### config.mk
export PLATFORM = sky130hd
export DESIGN_NAME = heap_sift_stage
export DESIGN_NICKNAME = d
export VERILOG_FILES = /design/src/rtl/heap_sift_stage.sv
export SDC_FILE = /design/constraint.sdc
export NUM_CORES = 1
export LEC_CHECK = 0
export CORE_AREA = 2 2 151 153
export DETAILED_ROUTE_END_ITERATION = 6
export DIE_AREA = 0 0 153 155
export DONT_BUFFER_PORTS = 1
export PLACE_DENSITY = 0.49
export SLEW_MARGIN = 20
export SYNTH_ARGS = -nofsm -noshare
export SYNTH_HDL_FRONTEND = slang
export SYNTH_SLANG_ARGS = --single-unit
### constraint.sdc
create_clock -name clk -period 9.5 [get_ports clk]
set_input_delay 1.9 -clock clk [delete_from_list [all_inputs] [get_ports clk]]
set_output_delay 1.9 -clock clk [all_outputs]
set_load 0.02 [all_outputs]
### src/rtl/heap_sift_stage.sv
// rtl/heap_sift_stage.sv - one level of a pipelined min/max heap insert: compare, swap, push down
module heap_sift_stage #(
  parameter int CNT_SIZE      = 20,
  parameter int ADDR_SIZE     = 28,
  parameter int TOTAL_LEVEL   = 6,
  parameter int CURRENT_LEVEL = 3
) (
  input  logic                   clk,
  input  logic                   rst_n,
  input  logic                   in_valid,
  output logic                   in_ready,
  input  logic [TOTAL_LEVEL-1:0] in_index,
  input  logic [CNT_SIZE-1:0]    in_cnt,
  input  logic [ADDR_SIZE-1:0]   in_addr,
  input  logic [TOTAL_LEVEL-1:0] in_path,
  input  logic [CNT_SIZE-1:0]    stored_cnt  [0:2**(CURRENT_LEVEL-1)-1],
  input  logic [ADDR_SIZE-1:0]   stored_addr [0:2**(CURRENT_LEVEL-1)-1],
  output logic                   write_en,
  output logic [TOTAL_LEVEL-1:0] write_index,
  output logic [CNT_SIZE-1:0]    write_cnt,
  output logic [ADDR_SIZE-1:0]   write_addr,
  output logic                   out_valid,
  input  logic                   out_ready,
  output logic [TOTAL_LEVEL-1:0] out_index,
  output logic [CNT_SIZE-1:0]    out_cnt,
  output logic [ADDR_SIZE-1:0]   out_addr,
  output logic [TOTAL_LEVEL-1:0] out_path,
  output logic                   err_index,
  output logic [15:0]            evict_cnt
);

  localparam int NUM_CNT = 2**(CURRENT_LEVEL-1);
  localparam int SEL_W   = (CURRENT_LEVEL > 1) ? CURRENT_LEVEL - 1 : 1;
  localparam logic [TOTAL_LEVEL:0] NUM_CNT_W = (TOTAL_LEVEL+1)'(NUM_CNT);
  localparam bit IS_LAST = (CURRENT_LEVEL == TOTAL_LEVEL);

  typedef enum logic [1:0] {IDLE = 2'd0, CMP = 2'd1, FWD = 2'd2} state_t;

  state_t state_q, state_d;

  logic [TOTAL_LEVEL-1:0] idx_q;
  logic [CNT_SIZE-1:0]    cnt_q;
  logic [ADDR_SIZE-1:0]   addr_q;
  logic [TOTAL_LEVEL-1:0] path_q;
  logic [TOTAL_LEVEL-1:0] out_index_q;
  logic [CNT_SIZE-1:0]    out_cnt_q;
  logic [ADDR_SIZE-1:0]   out_addr_q;
  logic [TOTAL_LEVEL-1:0] out_path_q;
  logic                   err_q;
  logic [15:0]            evict_q;

  logic                   bad_idx;
  logic                   accept;
  logic [SEL_W-1:0]       sel;
  logic [CNT_SIZE-1:0]    s_cnt;
  logic [ADDR_SIZE-1:0]   s_addr;
  logic                   slot_empty;
  logic                   in_wins;
  logic                   do_fwd;

  assign bad_idx    = ({1'b0, in_index} >= NUM_CNT_W);
  assign accept     = in_valid && (state_q == IDLE);
  assign sel        = idx_q[SEL_W-1:0];
  assign s_cnt      = stored_cnt[sel];
  assign s_addr     = stored_addr[sel];
  assign slot_empty = (s_cnt == '0);
  assign in_wins    = (cnt_q > s_cnt);
  // An occupied slot always pushes something down: either the old occupant or the newcomer.
  assign do_fwd     = (state_q == CMP) && !slot_empty;

  always_ff @(posedge clk or negedge rst_n) begin
    if (!rst_n) begin
      state_q <= IDLE;
    end else begin
      state_q <= state_d;
    end
  end

  always_comb begin
    state_d = state_q;
    case (state_q)
      IDLE: if (in_valid && !bad_idx) state_d = CMP;
      CMP:  state_d = (slot_empty || IS_LAST) ? IDLE : FWD;
      FWD:  if (out_ready) state_d = IDLE;
      default: state_d = IDLE;
    endcase
  end

  always_comb begin
    in_ready  = (state_q == IDLE);
    out_valid = (state_q == FWD);
    write_en  = (state_q == CMP) && (slot_empty || in_wins);
  end

  always_ff @(posedge clk or negedge rst_n) begin
    if (!rst_n) begin
      idx_q       <= '0;
      cnt_q       <= '0;
      addr_q      <= '0;
      path_q      <= '0;
      out_index_q <= '0;
      out_cnt_q   <= '0;
      out_addr_q  <= '0;
      out_path_q  <= '0;
      err_q       <= 1'b0;
      evict_q     <= '0;
    end else begin
      err_q <= accept && bad_idx;
      if (accept && !bad_idx) begin
        idx_q  <= in_index;
        cnt_q  <= in_cnt;
        addr_q <= in_addr;
        path_q <= in_path;
      end
      if (do_fwd && !IS_LAST) begin
        out_index_q <= {idx_q[TOTAL_LEVEL-2:0], path_q[CURRENT_LEVEL-1]};
        out_cnt_q   <= in_wins ? s_cnt  : cnt_q;
        out_addr_q  <= in_wins ? s_addr : addr_q;
        out_path_q  <= path_q;
      end
      if (do_fwd && IS_LAST && (evict_q != 16'hFFFF)) begin
        evict_q <= evict_q + 16'd1;
      end
    end
  end

  assign write_index = idx_q;
  assign write_cnt   = cnt_q;
  assign write_addr  = addr_q;
  assign out_index   = out_index_q;
  assign out_cnt     = out_cnt_q;
  assign out_addr    = out_addr_q;
  assign out_path    = out_path_q;
  assign err_index   = err_q;
  assign evict_cnt   = evict_q;

endmodule

# ---- Word level (Yosys, flattened, before mapping)
# Cells that the tools add are included.
dict set report classes {
  n_mux 12
  n_lt_le_gt_ge 3
  n_reduce_logical 12
  eq_ne 4
  bitwise_logic 1
}
# cell count
set ops {}
lappend ops {{$mux 28} 3}
lappend ops {{$mux 20} 3}
lappend ops {{$bmux 28 s2} 1}
lappend ops {{$bmux 20 s2} 1}
lappend ops {{$gt 20x20->1} 1}
lappend ops {{$logic_not 20->1} 1}
lappend ops {{$ge 6x3->1 const B} 1}
lappend ops {{$logic_and 1x1->1} 6}
lappend ops {{$mux 2} 3}
lappend ops {{$pmux 2 s3} 1}
lappend ops {{$ne 2x1->1 const B} 2}
lappend ops {{$ge 3x3->1 const B} 1}
lappend ops {{$not 2->3} 1}
lappend ops {{$eq 2x1->1 const B} 1}
lappend ops {{$eq 2x2->1 const B} 1}
lappend ops {{$logic_not 1->1} 2}
lappend ops {{$logic_not 2->1} 1}
lappend ops {{$reduce_and 2->1} 1}
lappend ops {{$logic_or 1x1->1} 1}
dict set report totals {
  out_inout_bits 134
  ff_bits 123
  in_bits 256
}

# ---- Longest topological paths before layout
# Gate-level depths: netlist (run 1).
dict set report depth {
  ltp_word 7
  mapped_depth 14
  depth_no_buf 9
}

# ---- Worst setup path before layout (run 1)
# OpenSTA, ideal clock, no wires.
dict set report synth_path {
  path_kind {input to output}
  start {input port stored_cnt[18] (netlist bit)}
  end {output port write_en}
  required_time_ns 7.600
  t_arrival_ns 4.318
  n_path_buf 3
  stages 11
  slack_ns 3.282
  cell_sequence {mux4_2 -> inv_1 -> ha_1 -> nand4_1 -> or4_1 -> buf_2 -> o32a_1 -> buf_2 -> clkbuf_1 -> a21oi_1 -> o21a_1}
}
dict set report synth_between {
  elab_chain_len 6
  elab_cells_between_ends 7
  classes_between {order compare (1); mux (3); reduce/logical (3)}
}
# element line_no
set synth_lines {}
lappend synth_lines {{start, declared} 16} ;# input logic [CNT_SIZE-1:0] stored_cnt [0:2**(CURRENT_LEVEL-1)-1],
lappend synth_lines {{$bmux 20 s2 (*)} 64} ;# assign s_cnt = stored_cnt[sel];
lappend synth_lines {{$mux 20 (implied by the code) (*) (2 in series)} 64}
lappend synth_lines {{$gt 20x20->1 or $logic_not 20->1 (tied branches)} {67, 66}}
lappend synth_lines {{$logic_or 1x1->1 (*)} 92} ;# write_en = (state_q == CMP) && (slot_empty || in_wins);
lappend synth_lines {{$logic_and 1x1->1 (*)} 92}
lappend synth_lines {{end, declared} 18} ;# output logic write_en,
# Mark *: on every way between the ends. The rest lies on a longest branch, timed or not. The select of a mux whose other input is x is not followed.

# ---- Worst setup path after layout (run 1)
dict set report layout_path {
  start {input port stored_cnt[19] (netlist bit)}
  end {output port write_en}
}
# The elaborated chain is that of the path after synthesis.

==> results of run 1 <==
registers in the layout (all words and copies together), names as in the netlist:
register	flops
write_cnt	20
state_q	2
write_addr	28
out_path	5
out_index	6
out_cnt	20
path_q	6
out_addr	28
err_index	1
write_index	6
synthesized netlist by cell type (all sizes together):
library cell / number
and4b: 1
mux4: 48
nand3: 4
nand2: 218
o31a: 3
o2bb2ai: 44
clkbuf: 53
nand4: 8
a41o: 1
or4: 1
conb: 1
a221oi: 1
o21a: 1
nor2b: 2
ha: 20
nor2: 4
nor3: 2
o21ai: 102
mux2: 11
a21oi: 52
nor4: 6
buf: 40
and2: 5
o32a: 1
a311oi: 44
dfrtp: 122
or3: 1
a41oi: 1
a21o: 2
inv: 23
nand2b: 5
a211oi: 1
area by class of cell:
class | count | share of cell area [%]
multi-input cells | 605 | 50.54
clock inverters | 15 | 1.548
flip-flops and latches | 122 | 36.39
well taps | 285 | 4.243
repair buffers | 10 | 1.131
diodes | 1 | 0.02978
clock buffers | 17 | 5.062
inverters | 23 | 1.057
report_power, final:
group	internal (mW)	switching, mW	total [mW]
Sequential	0.650	0.331	0.982
Combinational	0.272	0.358	0.630
Clock	0.343	0.287	0.631
through the flow:
stage / total power, mW / area [um^2] / hold WS, ns / worst slack (ns) / utilization [%]
final: 2.242 / 8404 / 0.4720 / 2.738 / 37.81
after global routing: 2.378 / 8404 / 0.4984 / 2.592 / 37.81
after global placement: 1.599 / 7816 / 0.4526 / 2.770 / 35.16
after floorplan: 1.418 / 7836 / 0.4385 / 3.282 / -
after detailed placement: 1.621 / 7819 / 0.4550 / 2.694 / 35.18
after CTS: 2.261 / 8374 / 0.4722 / 2.690 / 37.68
layer usage:
metal  up-vias  part of all wire [%]
li1       2919                     -
met1      3212                    38
met2       341                    51
met3        42                   8.9
met4         4                   2.0
met5         -                  0.13
worst max path at each step:
stage | to | start
CTS | write_en | stored_cnt[19]
detailed placement | write_en | stored_cnt[19]
finish | write_en | stored_cnt[19]
floorplan | write_en | stored_cnt[18]
global route | write_en | stored_cnt[19]
global placement | write_en | stored_cnt[19]
kinds of logic after synthesis:
logic type      count (synthesis)  share of synthesized area (%)
simple gates                  257                          13.49
compound gates                253                          21.16
flops                         122                          39.24
buf+inv                       116                          7.350
mux                            59                          15.49
fa+ha+maj                      20                          3.216
other cells                     1                        0.04820
worst max-delay path, cell delays in order:
cell	delay (ns)
mux4_2	0.52
inv_1	0.08
ha_1	0.19
nand4_1	0.18
or4_2	1.16
o32a_2	0.36
a21oi_1	0.19
o21a_1	0.27
==> out/metrics.csv, run 1 <==
metric;value;unit
Final setup viols;0;
antenna violations before repair;3;
die height;155;um
met3 Track Usage GR;7.187;%
clk_lat worst skew;0.43;ns
total CTS buffers;17;
max-cap violation count;0;
worst rel slew slack;27.41;%
grt ovf;0;
Final Hold Fails;0;
CP Class;input port to output port;
Clock transition at path regs;0.06;ns
Setup TNS;0;ns
synth top area cells;dfrtp_1 (39%), mux4_2 (14%), nand2_1 (11%), a311oi_1 (5.0%), o2bb2ai_1 (5.0%);
most common cell after layout, fill and taps aside;nand2_1;
FF-to-FF Start;write_index[1];
IO Port Bufs;0;
Cell Area, Synth;7780;um^2
Worst EP arrival;4.86;ns
H-Tree Depth;4;
cts hold-fix bufs;0;
final WL;26730;um
drt pass-1 iters;5;
CP required;7.60;ns
dpl cells;1044;
PD cells;266.8;nW/um^2
gr usage total;21.91;%
CTS tree;yes;
first-pass GRT wire length;39790;um
fill count;2227;
crit start category;input port;
Initial Util;35.00;%
HP Start;path_q[0];
Sink Count;122;
peak supply drop;0.1032;mV
Ports;390;
via count;6518;
fmax;0.1479;GHz
DIE AREA;23720;um^2
RSZ-0062 raised after global routing;no;
GR met1 Demand/Resource;25.40;%
final worst-path cycle share;71.18;%
post-synthesis register bit count;122;
most frequent cells in the layout;nand2_1 (218), dfrtp_1 (120), o21ai_0 (70);
global routing usage on met2;38.69;%
syn avg cell area;9.396;um^2
area of the multi-input gates;4248;um^2
Yosys cell types;39;
clk buf depth;2;
die width;153;um
initial DRC count;433;
Syn Inst Count;828;
share of layout cells above drive strength 1;12.88;%
dominant cell type by area after synthesis;dfrtp_1;
CP max FO;49;
clock period minus worst slack;6.762;ns
GP Congestion;0.8113;
status;completed;
Final ANT Viol Nets;0;
root buffer cell;clkbuf_16;
Synthesis Warnings;16;
Std-Cell Rows;55;
largest net degree at the start of global routing;123;
CP endpoint kind;output port;
pins over their slew limit;0;
number of global-route vias before repair;6576;
post-CTS setup buffers;0;
grt peak-use layer;met2;
worst min path class;flip-flop to flip-flop;
nets@finish;1055;
Layout Cells excl Fill;1078;
Wirelength per Cell;24.79;um
clock skew;0.01617;ns
sequential area share after synthesis;39.24;%
R2R Setup Slk;4.59;ns
area delta synth->final;8.025;%
share of the synthesized area in the top cell type;39.24;%
Static Leak;3.583;nW
worst hold endpoint;path_q[0];
core outline area;22230;um^2
# DRC;0;
reg2reg path depth;10;
CTS resizes;0;
DP HPWL;18190;um
Reg area;3058;um^2
Hold Path Depth;2;
Vias/cell;6.046;
Least-Margin Pin Slew;1.089;ns
FF-to-FF End;out_addr[22];
Note: power is estimated with default switching activity, not from simulation.
==> run 2, diff against run 1 <==
- ABC_AREA: not set -> 1
- CORE_AREA: 2 2 151 153 -> 2 2 152 154
- DIE_AREA: 0 0 153 155 -> 0 0 154 156
- PLACE_DENSITY: 0.49 -> 0.47
- clock period: 9.5 -> 6.4 ns (I/O delays scaled with it)
==> run 2 against run 1 <==
Die area grew 1.3%. Critical path depth grew 5. Synthesized area fell by 4.9%. Total power is 62% higher. Clock power up 51%.
==> out/metrics.csv, run 2 <==
metric;value;unit
CP Cell Sequence;inv_4 > nand2_1 > nand3_1 > nand2_1 > ha_1 > nand2_1 > nor2_1 > nand2_1 > nor2_1 > nand2_1 > nand3_2 > a21oi_1 > nor2_1;
most frequent cells after synthesis;nand2_1 (418), dfrtp_1 (122), nand3_1 (90);
Layout Cells excl Fill;1263;
most common cell after layout, fill and taps aside;nand2_1;
largest net degree at the start of global routing;123;
Static Leak;4.067;nW
Ports;390;
antenna violations before repair;1;
dpl cells;1231;
H-Tree Depth;4;
Post-synth EDFFs;0;
Least-Margin Pin Slew;1.062;ns
final WL;25490;um
Synthesis Warnings;16;
share of layout cells above drive strength 1;10.02;%
ant diodes;0;
drt pass-1 iters;4;
DP HPWL;17700;um
R2R Setup Slk;1.83;ns
syn avg cell area;7.357;um^2
DIE AREA;24020;um^2
Cell Area, Synth;7401;um^2
IO Port Bufs;0;
share of the synthesized area in the top cell type;41.25;%
Setup TNS;0;ns
most frequent cells in the layout;nand2_1 (417), dfrtp_1 (120), nand3_1 (89);
Worst EP arrival;3.91;ns
Syn Inst Count;1006;
nets@finish;1241;
Hold WS;0.4678;ns
fill count;2384;
area delta synth->final;7.963;%
# DRC;0;
clock period minus worst slack;5.188;ns
worst rel slew slack;28.95;%
sequential area share after synthesis;41.25;%
final worst-path cycle share;81.07;%
root buffer cell;clkbuf_16;
status;completed;
Reg area;3058;um^2
die height;156;um
CP Class;flip-flop to output port;
clk_lat worst skew;0.42;ns
overall power;3.624;mW
CP max FO;99;
Setup WS pre-CTS;1.497;ns
max-cap violation count;0;
synth top area cells;dfrtp_1 (41%), nand2_1 (21%), mux2_2 (8.1%), nand3_1 (6.1%), o21ai_0 (4.1%);
fin util;35.73;%
Final ANT Viol Nets;0;
cts hold-fix bufs;0;
PD cells;453.6;nW/um^2
area of the multi-input gates;3816;um^2
most common cell in the netlist;nand2_1;
clock skew;0.01401;ns
Final setup viols;0;
Clock transition at path regs;0.06;ns
CTS resizes;0;
CP endpoint kind;output port;
post-synthesis register bit count;122;
grt ovf;0;
cell mode on critical path;nand2_1;
fmax;0.1927;GHz
placed inst area;7423;um^2
Std-Cell Rows;55;
Worst path max stage delay;0.84;ns
async set-reset flop share out of synthesis;100.0;%
Initial Util;33.09;%
Yosys cell types;24;
final worst slack;1.212;ns
critical path's slowest cell;dfrtp_4;
gr usage total;21.11;%
peak supply drop;0.1495;mV
pins over their slew limit;0;
total CTS buffers;17;
crit start category;flip-flop;
CTS tree;yes;
Final Hold Fails;0;
post-CTS setup buffers;0;
clk buf depth;2;
GP Congestion;0.7746;
initial DRC count;301;
via count;6517;
Vias/cell;5.160;
core outline area;22370;um^2
worst min path class;flip-flop to flip-flop;
Wirelength per Cell;20.18;um
Synth Flop Type;dfrtp_1;
dominant cell type by area after synthesis;dfrtp_1;
Sink Count;122;
post-route design area;7990;um^2
first-pass GRT wire length;38530;um
number of global-route vias before repair;6528;
die width;154;um
CP required;5.12;ns
RSZ-0062 raised after global routing;no;
## run 2: cell types whose count changed after synthesis, moves of 12 or more
cell       change
o21ai_1       -31
a311oi_1      -44
nand2_1      +200
o2bb2ai_1     -44
o22ai_1       +28
mux2_2        +53
buf_2         +12
nor2_1        +73
clkbuf_1      -26
mux4_2        -48
nand3_1       +86
a21oi_1       -44
inv_1         +16
## run 2: logic make-up (layout without fill, tap and decap cells)
group	count (synthesis)	count (layout)	share of synthesized area, %
compound gates	99	99	7.287
buf+inv	121	78	8.352
simple gates	590	590	31.61
other cells	1	16	0.05067
flops	122	122	41.25
mux	53	53	8.064
fa+ha+maj	20	20	3.381
## run 2: cell type report
class | count | share of cell area (%)
clock buffer | 20 | 5.465
clock inverter | 12 | 1.566
inverter | 40 | 1.910
multi-input combinational | 778 | 47.76
sequential | 122 | 38.27
tap | 285 | 4.463
timing repair buffer | 6 | 0.5637
## run 2: routing by layer
metal | track usage, % | vias to the layer above | wire length, um
met5 | 0 | - | 13
met1 | 23.89 | 3083 | 9889
met3 | 6.083 | 37 | 1924
met2 | 37.97 | 267 | 13050
li1 | - | 3128 | -
met4 | 7.432 | 2 | 611
## run 2: power breakdown
part	total, mW	leakage, nW	switching [mW]	internal [mW]
clock network	0.950	0.270	0.379	0.571
registers	1.58	1.55	0.580	1.00
logic	1.09	2.24	0.690	0.403
total	3.62	4.07	1.65	1.98
## run 2: worst paths after layout
check | from | endpoint | depth (start not counted)
worst max-delay path | write_index[0] | write_en | 13
worst min register to register | path_q[3] | out_path[3] | 2
worst max register to register | write_index[0] | out_cnt[7] | 17
max in group asynchronous | rst_n | write_index[0] | 0
min in group asynchronous | rst_n | write_cnt[4] | 0
worst min-delay path | path_q[3] | out_path[3] | 2
## run 2: critical path: cells and delay by family (launching register included)
kind / cells / cell delay [ns]
flops: 1 / 0.84
buf+inv: 1 / 0.81
compound gates: 1 / 0.06
fa+ha+maj: 1 / 0.32
simple gates: 10 / 1.41
